`config.mk`:
```
export PLATFORM = sky130hd
export DESIGN_NAME = keypad_fifo
export DESIGN_NICKNAME = d
export VERILOG_FILES = /design/src/rtl/keypad_fifo.sv
export SDC_FILE = /design/constraint.sdc
export NUM_CORES = 1
export LEC_CHECK = 0
export CAP_MARGIN = 10
export CORE_AREA = 3 3 81 114
export CTS_CLUSTER_SIZE = 20
export DETAILED_ROUTE_END_ITERATION = 12
export DIE_AREA = 0 0 84 117
export PLACE_DENSITY_LB_ADDON = 0.3
export RECOVER_POWER = 25
export SETUP_SLACK_MARGIN = 0.15
export SLEW_MARGIN = 20
export SYNTH_ARGS = -nofsm -noshare
export SYNTH_HDL_FRONTEND = slang
export SYNTH_SLANG_ARGS = --single-unit
```
`constraint.sdc`:
```
create_clock -name CLK -period 3.1 [get_ports CLK]
set_clock_uncertainty 0.15 [all_clocks]
set_input_delay 0.31 -clock CLK [delete_from_list [all_inputs] [get_ports CLK]]
set_output_delay 0.31 -clock CLK [all_outputs]
set_load 0.01 [all_outputs]
```
`src/rtl/keypad_fifo.sv`:
```
// Matrix keypad scanner: one-hot row drive, per-frame key decode, frame-based
// debounce and a 4-entry key FIFO read through a status/data word.
module keypad_fifo #(
  parameter logic [15:0] SCAN_DIV = 16'd50000,
  parameter int unsigned DEBOUNCE = 3
) (
  input  logic        CLK,
  input  logic        rst_n,
  output logic [3:0]  rowwrite,
  input  logic [3:0]  colread,
  input  logic        ack,
  input  logic        statusordata,
  output logic [15:0] keyout
);

  localparam int unsigned DEPTH  = 4;
  localparam int unsigned CODE_W = 4;
  localparam int unsigned PTR_W  = 2;
  localparam int unsigned CNT_W  = 3;
  localparam int unsigned DB_W   = $clog2(DEBOUNCE + 1) + 1;
  localparam logic [DB_W-1:0]  DB_LIMIT = DB_W'(DEBOUNCE);
  localparam logic [CNT_W-1:0] FULL_CNT = CNT_W'(DEPTH);

  typedef enum logic [1:0] {
    IDLE,
    PRESS_CHK,
    HELD,
    RELEASE_CHK
  } db_state_t;

  logic [15:0]       scan_cnt_q;
  logic [1:0]        row_idx_q;
  logic              row_last_c;
  logic              frame_done_c;

  logic              col_hit_c;
  logic [1:0]        col_idx_c;
  logic              acc_hit_q;
  logic [CODE_W-1:0] acc_code_q;
  logic              frame_hit_c;
  logic [CODE_W-1:0] frame_code_c;

  db_state_t         state_q, state_d;
  logic [CODE_W-1:0] cand_q, cand_d;
  logic [DB_W-1:0]   db_cnt_q, db_cnt_d;
  logic              push_c;
  logic [CODE_W-1:0] push_code_c;

  logic              ack_q;
  logic              pop_req_q;
  logic [CODE_W-1:0] mem_q [DEPTH];
  logic [PTR_W-1:0]  wr_ptr_q, rd_ptr_q;
  logic [CNT_W-1:0]  count_q;
  logic              ovf_q;
  logic              do_pop_c, do_push_c, drop_c;

  // Row scan timing: each row is driven for SCAN_DIV cycles, sampled on its last cycle
  always_comb begin
    row_last_c   = (scan_cnt_q == (SCAN_DIV - 16'd1));
    frame_done_c = row_last_c && (row_idx_q == 2'd3);
  end

  always_ff @(posedge CLK or negedge rst_n) begin
    if (!rst_n) begin
      scan_cnt_q <= 16'd0;
      row_idx_q  <= 2'd0;
      rowwrite   <= 4'b1110;
    end else if (row_last_c) begin
      scan_cnt_q <= 16'd0;
      row_idx_q  <= row_idx_q + 2'd1;
      rowwrite   <= {rowwrite[2:0], rowwrite[3]};
    end else begin
      scan_cnt_q <= scan_cnt_q + 16'd1;
    end
  end

  // Lowest active column of the current row; scanning downward lets the lowest win
  always_comb begin
    col_hit_c = 1'b0;
    col_idx_c = 2'd0;
    for (int c = 3; c >= 0; c--) begin
      if (!colread[c]) begin
        col_hit_c = 1'b1;
        col_idx_c = 2'(c);
      end
    end
  end

  // Rows are visited in ascending order, so the first hit of a frame is its lowest code
  always_comb begin
    frame_hit_c  = acc_hit_q | col_hit_c;
    frame_code_c = acc_hit_q ? acc_code_q : {row_idx_q, col_idx_c};
  end

  always_ff @(posedge CLK or negedge rst_n) begin
    if (!rst_n) begin
      acc_hit_q  <= 1'b0;
      acc_code_q <= '0;
    end else if (row_last_c) begin
      if (row_idx_q == 2'd3) begin
        acc_hit_q <= 1'b0;
      end else if (!acc_hit_q && col_hit_c) begin
        acc_hit_q  <= 1'b1;
        acc_code_q <= {row_idx_q, col_idx_c};
      end
    end
  end

  // Debounce state register
  always_ff @(posedge CLK or negedge rst_n) begin
    if (!rst_n) begin
      state_q  <= IDLE;
      cand_q   <= '0;
      db_cnt_q <= '0;
    end else begin
      state_q  <= state_d;
      cand_q   <= cand_d;
      db_cnt_q <= db_cnt_d;
    end
  end

  // Debounce next-state: evaluated once per completed frame
  always_comb begin
    state_d     = state_q;
    cand_d      = cand_q;
    db_cnt_d    = db_cnt_q;
    push_c      = 1'b0;
    push_code_c = cand_q;
    if (frame_done_c) begin
      case (state_q)
        IDLE: begin
          if (frame_hit_c) begin
            cand_d   = frame_code_c;
            db_cnt_d = DB_W'(1);
            if (DB_W'(1) >= DB_LIMIT) begin
              push_c      = 1'b1;
              push_code_c = frame_code_c;
              state_d     = HELD;
            end else begin
              state_d = PRESS_CHK;
            end
          end
        end
        PRESS_CHK: begin
          if (frame_hit_c && (frame_code_c == cand_q)) begin
            db_cnt_d = db_cnt_q + DB_W'(1);
            if (db_cnt_d >= DB_LIMIT) begin
              push_c  = 1'b1;
              state_d = HELD;
            end
          end else begin
            state_d = IDLE;
          end
        end
        HELD: begin
          if (!frame_hit_c) begin
            db_cnt_d = DB_W'(1);
            state_d  = (DB_W'(1) >= DB_LIMIT) ? IDLE : RELEASE_CHK;
          end
        end
        RELEASE_CHK: begin
          if (frame_hit_c) begin
            state_d = HELD;
          end else begin
            db_cnt_d = db_cnt_q + DB_W'(1);
            if (db_cnt_d >= DB_LIMIT) begin
              state_d = IDLE;
            end
          end
        end
        default: state_d = IDLE;
      endcase
    end
  end

  // A full FIFO still takes a push when the same cycle pops
  always_comb begin
    do_pop_c  = pop_req_q && (count_q != 3'd0);
    do_push_c = push_c && ((count_q != FULL_CNT) || do_pop_c);
    drop_c    = push_c && !do_push_c;
  end

  always_ff @(posedge CLK or negedge rst_n) begin
    if (!rst_n) begin
      ack_q     <= 1'b0;
      pop_req_q <= 1'b0;
      wr_ptr_q  <= '0;
      rd_ptr_q  <= '0;
      count_q   <= '0;
      ovf_q     <= 1'b0;
      for (int i = 0; i < DEPTH; i++) begin
        mem_q[i] <= '0;
      end
    end else begin
      ack_q     <= ack;
      pop_req_q <= ack & ~ack_q;
      if (do_push_c) begin
        mem_q[wr_ptr_q] <= push_code_c;
        wr_ptr_q        <= wr_ptr_q + PTR_W'(1);
      end
      if (do_pop_c) begin
        rd_ptr_q <= rd_ptr_q + PTR_W'(1);
      end
      case ({do_push_c, do_pop_c})
        2'b10:   count_q <= count_q + CNT_W'(1);
        2'b01:   count_q <= count_q - CNT_W'(1);
        default: count_q <= count_q;
      endcase
      if (do_pop_c) begin
        ovf_q <= 1'b0;
      end else if (drop_c) begin
        ovf_q <= 1'b1;
      end
    end
  end

  // Bus word straight from registered FIFO state
  always_comb begin
    keyout = 16'h0000;
    if (statusordata) begin
      keyout = {ovf_q, 8'd0, count_q, 3'd0, (count_q != 3'd0)};
    end else if (count_q != 3'd0) begin
      keyout = {12'd0, mem_q[rd_ptr_q]};
    end
  end

endmodule

```
# Word-level counts from Yosys, hierarchy flattened
# Index checks and enable logic that the tools add are counted.
# totals
ff_bits	62
in_bits	8
output_inout_bits	20
wordCells	109
# op_classes
add_sub_neg	7
order_cmp	4
eq_ne	15
muxes	39
bitwise_logic	6
reduce_logical	20
# ops
cell	count
16-bit two-way mux	2
2-bit two-way mux	10
4-bit two-way mux	5
16-bit by 1-bit adder with 16-bit output, second input constant	1
16-bit bitwise mux	1
16-bit equality test, second input constant	1
1-bit two-way mux	12
3-bit two-way mux	4
3-bit case mux with 4 select lines	1
5-bit AND reduction	2
3-bit != test, second input constant	3
4-bit binary-select mux with 2-bit select	1
4-bit demux with 2-bit select	1
2-bit equality test, second input constant	4
2-bit != test, second input constant	4
2-bit case mux with 4 select lines	1
1-bit logical AND	7
2-bit by 1-bit adder with 2-bit output, second input constant	3
3-bit by 1-bit adder with 3-bit output, second input constant	2
3-bit greater-or-equal comparator, second input constant	2
2-bit NOT with 3-bit output	2
3-bit case mux with 2 select lines	1
3-bit AND reduction	2
2-bit nonzero test	3
13 further kinds	16

# Longest topological paths before layout
# Gate-level depths: netlist of the first run.
# logic_depth
depth_word	15
ltp_mapped	11
depth_no_buf	11

# Least setup slack after synthesis of the first run
# No wires, ideal clock.
# synth_path
path_type	reg-to-reg
start	reg acc_hit_q
end	reg count_q[2]
setup_ns	0.104
arrival_time_ns	2.923
required_time_ns	2.846
setup_slack_ns	-0.076
path_stages_with_launch	11
path_buffers	2
period_less_slack_ns	3.176
path_cell_list	dfrtp_1 > buf_6 > mux2i_4 > xnor2_1 > or4_1 > buf_2 > nor4_4 > nor2_1 > fa_1 > or3_1 > a221oi_1
# synth_via
elab_chain_len	9
elab_cells_between_ends	12
cone_classes	eq/ne: 3; mux: 5; bitwise: 1; reduce/logical: 3
# synth_rtl
item	line_no	source
start: declaration	38	logic acc_hit_q;
start signal: assignment	97	acc_hit_q <= 1'b0;
start signal: assignment	101	acc_hit_q <= 1'b0;
start signal: assignment	103	acc_hit_q <= 1'b1;
4-bit two-way mux	92	frame_code_c = acc_hit_q ? acc_code_q : {row_idx_q, col_idx_c};
4-bit equality test	145	if (frame_hit_c && (frame_code_c == cand_q)) begin
1-bit logical AND (*)	145	
1-bit two-way mux (*)	145	
1-bit two-way mux (*)	130	case (state_q)
1-bit two-way mux (*)	129	if (frame_done_c) begin
1-bit logical AND (*)	179	do_push_c = push_c && ((count_q != FULL_CNT) || do_pop_c);
2-bit by 1-bit equality test with 1-bit output / 2-bit equality test (equally long branches)	204	case ({do_push_c, do_pop_c})
3-bit case mux with 2 select lines / 2-bit nonzero test (equally long branches)	-	
end signal: assignment	205	2'b10: count_q <= count_q + CNT_W'(1);
end signal: assignment	206	2'b01: count_q <= count_q - CNT_W'(1);
end signal: assignment	207	default: count_q <= count_q;
end: declaration	53	logic [CNT_W-1:0] count_q;
# Mark *: on every way between the ends. The rest lies on a longest branch, timed or not.
# A chain may end at the register's enable or synchronous reset.

# Final worst setup path of the first run
# Same ends and word-level chain as after synthesis.

==> impl_metrics.yaml, run 1 <==
global_routing:
  antenna_found_initial: 0
  grt_use_total_pct: 13.1
  grt_max_degree: 63
  grt_first_pass_wirelength_mm: 10.2
  grt_overflow_total: 0
  first_global_vias: 2216
power:
  p_comb_share_pct: 13.6
  leakagePower_nw: 1.79
  seqPwrFrac_pct: 40.7
  pwr-share-clk_pct: 45.7
  swShare_pct: 24.8
  irDropWorstVdd_uv: 287
  intPower_w: 0.00171
  power_per_cell_area_nw_per_um2: 566
  p_switching_w: 0.000562
floorplan:
  fp.dieW_um: 84
  io_pins: 28
  die_y_um: 117
  fp-row-count: 39
  start_util_pct: 39.9
  core-area_um2: 8250
  design.die.area_um2: 9830
hold_path:
  hold_start: "ack_q"
  min_path_cells: 1
  min_to: "pop_req_q"
  hp-class: "flop to flop"
clock_network:
  cts_tree: "done"
  htree_num_levels: 3
  cts.sinks: 62
  clk_path_buf_depth: 2
  clkTransAtPathRegs_ps: 50
  cts-buffers-inserted: 9
  root_buffer: "clkbuf_16"
  insertion_delay_ps: 320
worst_setup_path:
  rr_startpoint: "acc_hit_q"
  r2r_cells: 8
  crit_path_start_kind: "flop"
  r2r_setup_slack_ps: 200
  crit_chain: "mux2i_4 > xnor2_1 > or4_4 > nor4_4 > nor2_2 > fa_2 > or3_4 > a221oi_2"
  crit_slowest_cell: "or4_4"
  path_max_fanout: 5
  r2r_end: "count_q[2]"
  required_ps: 3180
  critPathArrivalTime_ps: 2980
  path_class: "flop to flop"
  worst_setup_path_end_kind: "flop"
  slowest_delay_ps: 520
placed_design:
  io_buffers: 19
  place_congestion: 0.825
  dp.cells: 420
  hpwl_mm: 4.28
final_layout:
  area_delta_synth_final_pct: 22.0
  n_antenna_cell: 0
  fin_nets: 349
  final_util_pct: 48.7
  final_cell_mix: "58 x dfrtp_1, 28 x mux2_2, 19 x nor2_1"
  final_cell_count_no_fill: 439
  final_common_cell: "dfrtp_1"
  drive_above_1_share_pct: 25.2
sta:
  tns_ps: 0
  slew_headroom_pct: 0.461
  setup_viol: 0
  max_slew.worst_pin.slew_ps: 1490
  grt_setup_unrepaired: "true"
  period_minus_slack_ps: 2900
  period_share_pct: 93.6
  hold_viol: 0
  fmax_mhz: 344
  slew_viol_final: 0
detailed_routing:
  wl_per_cell_um: 13.5
  drtPass1Iterations: 4
  viasPerCell: 5.19
  vias: 2279
  drc: 0
  drt-initial-drc-count: 97
  wl_mm: 5.91
  ant_nets: 0
run_status:
  violations: "capacitance limit"
  status: "complete, but fails checks"
synthesis:
  yosysUniqueCellTypes: 53
  yosysSeqAreaShare_pct: 47.3
  synth_edf_count: 0
  ys_async_sr_fraction_pct: 100
  avgSynthCellArea_um2: 11.2
  netlist_area_um2: 3290
  yosys_most_used_dff: "dfrtp_1"
  yosysWarnings: 0
  ys_ff_latch: 62
  netlist_instances: 293
job:
  cap_violations: 1
## logic make-up after synthesis
logic type / count (synthesis) / share of synthesized area [%]
buf+inv: 24 / 3.92
simple gates: 105 / 18.0
other cells: 1 / 0.114
fa+ha+maj: 9 / 3.65
flops: 62 / 47.3
mux: 38 / 14.5
compound gates: 31 / 6.32
xor+xnor: 23 / 6.13
## flip-flops by register name, summed over array words and instances (netlist names)
| name | flops |
|---|---|
| row_idx_q | 2 |
| rd_ptr_q | 2 |
| ovf_q | 1 |
| count_q | 3 |
| db_cnt_q | 3 |
| pop_req_q | 1 |
| state_q | 2 |
| wr_ptr_q | 2 |
| mem_q | 16 |
| cand_q | 4 |
| acc_hit_q | 1 |
| scan_cnt_q | 16 |
| ack_q | 1 |
| acc_code_q | 4 |
| rowwrite | 4 |
## layer usage
layer | part of all wire (%) | vias up | track usage [%] | wire [µm]
li1 | - | 1120 | - | -
met1 | 44 | 1113 | 15.3 | 2630
met2 | 51 | 34 | 22.8 | 3000
met3 | 2.6 | 12 | 2.38 | 155
met4 | 2.2 | 0 | 7.08 | 130
met5 | 0 | - | 0 | 0
## area by class of cell
type                            instances  area (µm²)
Sequential cell                        62        1560
Clock buffer                           10         229
Multi-Input combinational cell        214        1670
Tap cell                              102         128
Timing Repair Buffer                   36         310
Inverter                                9        33.8
Clock inverter                          6        86.3
Fill cell                             757        4230
## cells in the mapped netlist (all sizes together) (2+ instances only)
| cell type | count | area [µm²] |
|---|---|---|
| nor2 | 20 | 75.1 |
| xnor2 | 13 | 114 |
| nand2 | 17 | 63.8 |
| nor3b | 3 | 22.5 |
| a21boi | 2 | 15.0 |
| nor3 | 8 | 40.0 |
| dfstp | 3 | 78.8 |
| inv | 9 | 33.8 |
| clkbuf | 5 | 18.8 |
| mux2i | 6 | 72.6 |
| nand4 | 8 | 50.1 |
| nor4 | 4 | 55.1 |
| and3 | 3 | 18.8 |
| dfrtp | 59 | 1480 |
| xor2 | 10 | 87.6 |
| ha | 8 | 100 |
| a21oi | 7 | 35.0 |
| a31oi | 2 | 12.5 |
| buf | 10 | 76.3 |
| o21ai | 8 | 40.0 |
| or3 | 5 | 31.3 |
| mux2 | 28 | 315 |
| nand2b | 2 | 12.5 |
| nor2b | 5 | 31.3 |
| mux4 | 4 | 90.1 |
| and2 | 8 | 50.1 |
| nand3 | 14 | 70.1 |
## critical path: cells and delay by family (launching register included)
family | cells | cell delay, ps
XOR/XNOR | 1 | 130
adder cells (fa/ha/maj) | 1 | 360
AO/OA/AOI/OAI | 1 | 200
multiplexers | 1 | 210
AND/OR/NAND/NOR | 4 | 1300
flip-flops | 1 | 460
## stage by stage
step           area (µm²)  total power, W  setup WS (ps)  hold WS [ps]
5_1_grt              4010         0.00238            106           269
3_3_place_gp         3650         0.00121           67.3           236
2_1_floorplan        3340         0.00112            119          -136
3_5_place_dp         3650         0.00122          -11.5           239
6_report             4010         0.00227            197           257
4_1_cts              3970         0.00227            201          33.3
## power groups by stage
stage	Combinational [W]	Sequential (W)	Clock (W)
6_report	0.000308	0.000924	0.00104
5_1_grt	0.000343	0.000932	0.00111
4_1_cts	0.000284	0.000925	0.00106
3_5_place_dp	0.000284	0.000939	0
3_3_place_gp	0.000276	0.000938	0
2_1_floorplan	0.000224	0.000896	0
## how the worst max path moves through the flow
stage                     cells after the start          to           from  slack (ps)
after floorplan                              10  count_q[2]      acc_hit_q         120
after global placement                        8  count_q[2]     colread[2]          70
after detailed placement                      9  count_q[2]     colread[0]         -10
after CTS                                     8  count_q[2]  scan_cnt_q[5]         200
after global routing                          8  count_q[2]      acc_hit_q         110
final                                         8  count_q[2]      acc_hit_q         200
## timing repair
action,CTS,global route
endpoints found under the setup margin,1,6
hold buffers,0,0
hold endpoints to repair,0,0
gates resized for setup,1,5
setup buffers,0,3
pin swaps,0,3
(Power assumes the default switching activity.)
==> inputs of run 2 (changes only) <==
--- a/config.mk
+++ b/config.mk
@@ -6,10 +6,10 @@
 export NUM_CORES = 1
 export LEC_CHECK = 0
 export CAP_MARGIN = 10
-export CORE_AREA = 3 3 81 114
+export CORE_AREA = 5 5 74 103
 export CTS_CLUSTER_SIZE = 20
 export DETAILED_ROUTE_END_ITERATION = 12
-export DIE_AREA = 0 0 84 117
+export DIE_AREA = 0 0 79 108
 export PLACE_DENSITY_LB_ADDON = 0.3
 export RECOVER_POWER = 25
 export SETUP_SLACK_MARGIN = 0.15
==> run 2 against run 1 <==
Against the previous run: the flow now finishes without violations; register-to-register slack lost 40 ps; sequential power is essentially flat; non-clock buffer count grew 1; clock power shrank 25%; cell area shrank 2.8%; worst setup slack lost 38 ps; routed wire length grew 6.0%; critical endpoint unchanged.
==> impl_metrics.yaml, run 2 (synthesis results as in run 1) <==
sta:
  setup_viol: 0
  fmax_mhz: 340
  slew_headroom_pct: 20.9
  max_slew.worst_pin.slew_ps: 1190
  tns_ps: 0
  holdWs_ps: 251
  slew_viol_final: 0
  grt_setup_unrepaired: "true"
  period_minus_slack_ps: 2940
  hold_viol: 0
  period_share_pct: 94.9
worst_setup_path:
  path_delay_family: "simple AND/OR/NAND/NOR gates"
  crit_chain: "mux2i_4 > xnor2_1 > or4_4 > nor4_4 > nor2_2 > fa_2 > or3_4 > a221oi_2"
  path_class: "flop to flop"
  crit_path_start_kind: "flop"
  critPathArrivalTime_ps: 3040
  path_buf_inv: 0
  worst_setup_path_end_kind: "flop"
  crit_slowest_cell: "or4_4"
  required_ps: 3200
  path_max_fanout: 5
  slowest_delay_ps: 510
final_layout:
  fin_nets: 350
  fin_area_um2: 3900
  area_delta_synth_final_pct: 18.6
  final_cell_mix: "58 x dfrtp_1, 28 x mux2_2, 19 x nor2_1"
  n_antenna_cell: 0
  final_common_cell: "dfrtp_1"
  final_cell_count_no_fill: 412
  drive_above_1_share_pct: 24.9
  reg_top3: "mem_q (16), scan_cnt_q (16)"
floorplan:
  core-area_um2: 6530
  fp-row-count: 35
  fp.dieW_um: 79
  start_util_pct: 50.4
  die_y_um: 108
  io_pins: 28
  design.die.area_um2: 8530
detailed_routing:
  drtPass1Iterations: 4
  maxUsedRoutingLayer: "met4"
  wl_per_cell_um: 15.2
  route.met3.wl_um: 193
  vias: 2312
  wl_met2_mm: 3.32
  wl_met1_mm: 2.58
  drt-initial-drc-count: 124
  ant_nets: 0
  drc: 0
  viasPerCell: 5.61
  wl_mm: 6.26
placed_design:
  place_congestion: 0.795
  hpwl_mm: 4.57
  placement.cell_area_um2: 3630
  dp.cells: 393
  io_buffers: 19
clock_network:
  cts.sinks: 62
  clk_path_buf_depth: 2
  cts-buffers-inserted: 9
  root_buffer: "clkbuf_8"
  insertion_delay_ps: 350
  cts_tree: "done"
  htree_num_levels: 3
  clkTransAtPathRegs_ps: 70
run_status:
  status: "completed"
hold_path:
  hp-class: "flop to flop"
global_routing:
  antenna_found_initial: 0
  first_global_vias: 2448
  grt_first_pass_wirelength_mm: 11.2
  grt_overflow_total: 0
  grt_use_total_pct: 16.7
  grt_max_degree: 49
power:
  leakagePower_nw: 1.76
  power_per_cell_area_nw_per_um2: 511
  irDropWorstVdd_uv: 389
  total_power_w: 0.00199
job:
  cap_violations: 0
## run 2: through the flow
stage,setup slack (ps),utilization (%)
after floorplan,119,-
after global placement,59.9,55.6
after global routing,36.8,59.8
final,159,59.8
after CTS,162,59.4
after detailed placement,15.4,55.6
## run 2: power by group
part / leakage [nW] / switching (W) / internal (W)
Clock: 0.109 / 0.000327 / 0.000454
Combinational: 0.841 / 0.000134 / 0.000154
Sequential: 0.810 / 0.0000806 / 0.000842
## run 2: area by class of cell
class,count,area (µm²)
fillers,542,2630
clock inverters,7,98.8
multi-input cells,214,1670
inverters,9,33.8
flip-flops and latches,62,1560
well taps,74,92.6
clock buffers,9,124
repair buffers,37,319
## run 2: path summary, 6_finish.rpt
kind	to	slack, ps	startpoint	cells past startpoint
max in group asynchronous	acc_hit_q	660	rst_n	3
min in group asynchronous	ack_q	420	rst_n	2
max	count_q[2]	160	acc_hit_q	8
max reg2reg	count_q[2]	160	acc_hit_q	8
min	pop_req_q	250	ack_q	1
min reg2reg	pop_req_q	250	ack_q	1
## run 2: what timing repair did
item | in CTS | in global routing
hold buffers | 1 | 0
gates cloned | 0 | 0
resized for setup | 2 | 4
setup buffers | 0 | 2
hold endpoints to repair | 14 | 0
pin swaps | 0 | 6
setup endpoints to repair | 1 | 14
## run 2: metal layers
metal  GRT usage, %  vias to the layer above
li1               -                     1115
met1           19.6                     1146
met2           29.0                       37
met3           3.00                       14
met4           8.60                        0
met5              0                        -
==> inputs of run 3 (changes only) <==
==> constraint.sdc (replaced) <==
create_clock -name CLK -period 2.55 [get_ports CLK]
set_clock_uncertainty 0.15 [all_clocks]
set_input_delay 0.255 -clock CLK [delete_from_list [all_inputs] [get_ports CLK]]
set_output_delay 0.255 -clock CLK [all_outputs]
set_load 0.01 [all_outputs]
==> run 3 against run 2 <==
Against the previous run: the run now ends with setup timing left; power up 29%; clock-buffer cell count up 3; first-iteration DRC count down 33%; highest routed layer unchanged; sequential power up 16%; largest power group unchanged; register-to-register slack worse by 430 ps; combinational power up 91%; routed wire length up 17%; cell area up 16%.
==> impl_metrics.yaml, run 3 (synthesis results as in run 1) <==
floorplan:
  design.die.area_um2: 8530
  core-area_um2: 6530
  die_y_um: 108
  io_pins: 28
  fp.dieW_um: 79
  fp-row-count: 35
  start_util_pct: 50.4
clock_network:
  htree_num_levels: 3
  cts-buffers-inserted: 9
  root_buffer: "clkbuf_8"
  insertion_delay_ps: 340
  cts_tree: "done"
  clkTransAtPathRegs_ps: 60
  clk_path_buf_depth: 2
  cts.sinks: 62
placed_design:
  post-place-ws_ps: -454
  placement.cell_area_um2: 3970
  place_congestion: 0.775
  hpwl_mm: 5.09
  dp.cells: 436
  io_buffers: 19
detailed_routing:
  drt-initial-drc-count: 83
  wl_per_cell_um: 15.8
  drc: 0
  vias: 2490
  drtPass1Iterations: 4
  wl_mm: 7.35
  ant_nets: 0
  viasPerCell: 5.34
power:
  p_switching_w: 0.000700
  swShare_pct: 27.2
  power_per_cell_area_nw_per_um2: 567
  total_power_w: 0.00257
  p_comb_share_pct: 21.5
  irDropWorstVdd_uv: 386
  seqPwrFrac_pct: 41.8
  leakagePower_nw: 2.06
  pwr-share-clk_pct: 36.8
  intPower_w: 0.00187
global_routing:
  grt_use_total_pct: 18.1
  grt-busiest-layer: "met2"
  grt_overflow_total: 0
  first_global_vias: 2593
  grt_first_pass_wirelength_mm: 12.0
  antenna_found_initial: 0
  grt_max_degree: 26
  use_met2_pct: 32.2
  use_met1_pct: 20.8
  use_met3_pct: 4.00
final_layout:
  final_cell_count_no_fill: 466
  drive_above_1_share_pct: 41.6
  multiInputGateArea_um2: 1880
  final_common_cell: "buf_4"
  final_cell_mix: "61 x buf_4, 56 x dfrtp_1, 26 x mux2_2"
  n_antenna_cell: 0
  nFillCells: 461
  fin_nets: 404
  reg_top3: "mem_q (16), scan_cnt_q (16)"
  area_delta_synth_final_pct: 37.9
  final_util_pct: 69.5
  fin_area_um2: 4530
  final-seq-area_um2: 1560
sta:
  setup_ws_ps: -272
  fmax_mhz: 354
  slew_viol_final: 0
  setup_viol: 16
  period_share_pct: 111
  grt_setup_unrepaired: "true"
  slew_headroom_pct: 6.68
  hold_viol: 0
  period_minus_slack_ps: 2820
  max_slew.worst_pin.slew_ps: 1400
worst_setup_path:
  crit_path_start_kind: "flop"
  rr_startpoint: "db_cnt_q[0]"
  r2r_end: "count_q[2]"
  r2r_cells: 9
  path_class: "flop to flop"
  path_max_fanout: 4
  r2r_setup_slack_ps: -270
  worst_setup_path_end_kind: "flop"
  required_ps: 2650
  critPathArrivalTime_ps: 2920
hold_path:
  min_path_cells: 1
  min_to: "pop_req_q"
  hp-class: "flop to flop"
  hold_start: "ack_q"
run_status:
  violations: "setup timing"
  status: "complete, but fails checks"
job:
  cap_violations: 0
## run 3: changes by cell type in the layout (fill, tap and decap cells not counted), sizes merged
cell	change
buf	+52
clkbuf	+5
clkdlybuf4s50	-1
clkinv	-2
clkinvlp	-1
dlymetal6s2s	+1
## run 3: final cells by class
class	instances	area share, %
Sequential cell	62	34.4
Timing Repair Buffer	91	16.6
Clock inverter	4	1.55
Inverter	9	0.745
Multi-Input combinational cell	214	41.5
Tap cell	74	2.04
Clock buffer	12	3.20
## run 3: timing repair
action	4_1_cts	5_1_grt
buffers inserted	5	8
pin swaps	7	9
cloned	0	0
setup endpoints to repair	28	34
endpoints found under the hold margin	23	0
hold buffers	1	0
gates resized for setup	21	32
## run 3: worst max path at each step
| stage | startpoint | cells past startpoint | slack (ps) | to |
|---|---|---|---|---|
| final | db_cnt_q[0] | 9 | -270 | count_q[2] |
| after global routing | db_cnt_q[0] | 9 | -370 | count_q[2] |
| after CTS | acc_hit_q | 9 | -300 | count_q[1] |
| after detailed placement | colread[3] | 8 | -450 | count_q[2] |
| after global placement | colread[3] | 8 | -390 | count_q[2] |
| after floorplan | acc_hit_q | 10 | -430 | count_q[2] |
## run 3: through the flow
stage	setup TNS, ps	hold WS, ps
final	-791	253
after global routing	-2210	262
after CTS	-703	234
after detailed placement	-4620	134
after global placement	-4070	131
after floorplan	-796	-191
## run 3: routing by layer
layer	routed length (µm)	vias up
met4	90	0
li1	-	1224
met3	199	8
met2	4150	37
met5	0	-
met1	2920	1221
## run 3: critical path, stage by stage, from the launching register on
cell and delay, ps:
dfrtp_2 440, ha_2 220, xor2_2 190, o31a_1 220, nand3_2 140, nor4_4 350
nor2_2 100, fa_2 360, or3_4 340, a221oi_2 230
## run 3: power groups by stage
stage / Sequential (W) / Combinational, W / Clock, W
finish: 0.00107 / 0.000552 / 0.000945
global route: 0.00108 / 0.000597 / 0.00102
CTS: 0.00108 / 0.000480 / 0.000964
detailed placement: 0.00110 / 0.000442 / 0
global placement: 0.00110 / 0.000428 / 0
floorplan: 0.00109 / 0.000278 / 0
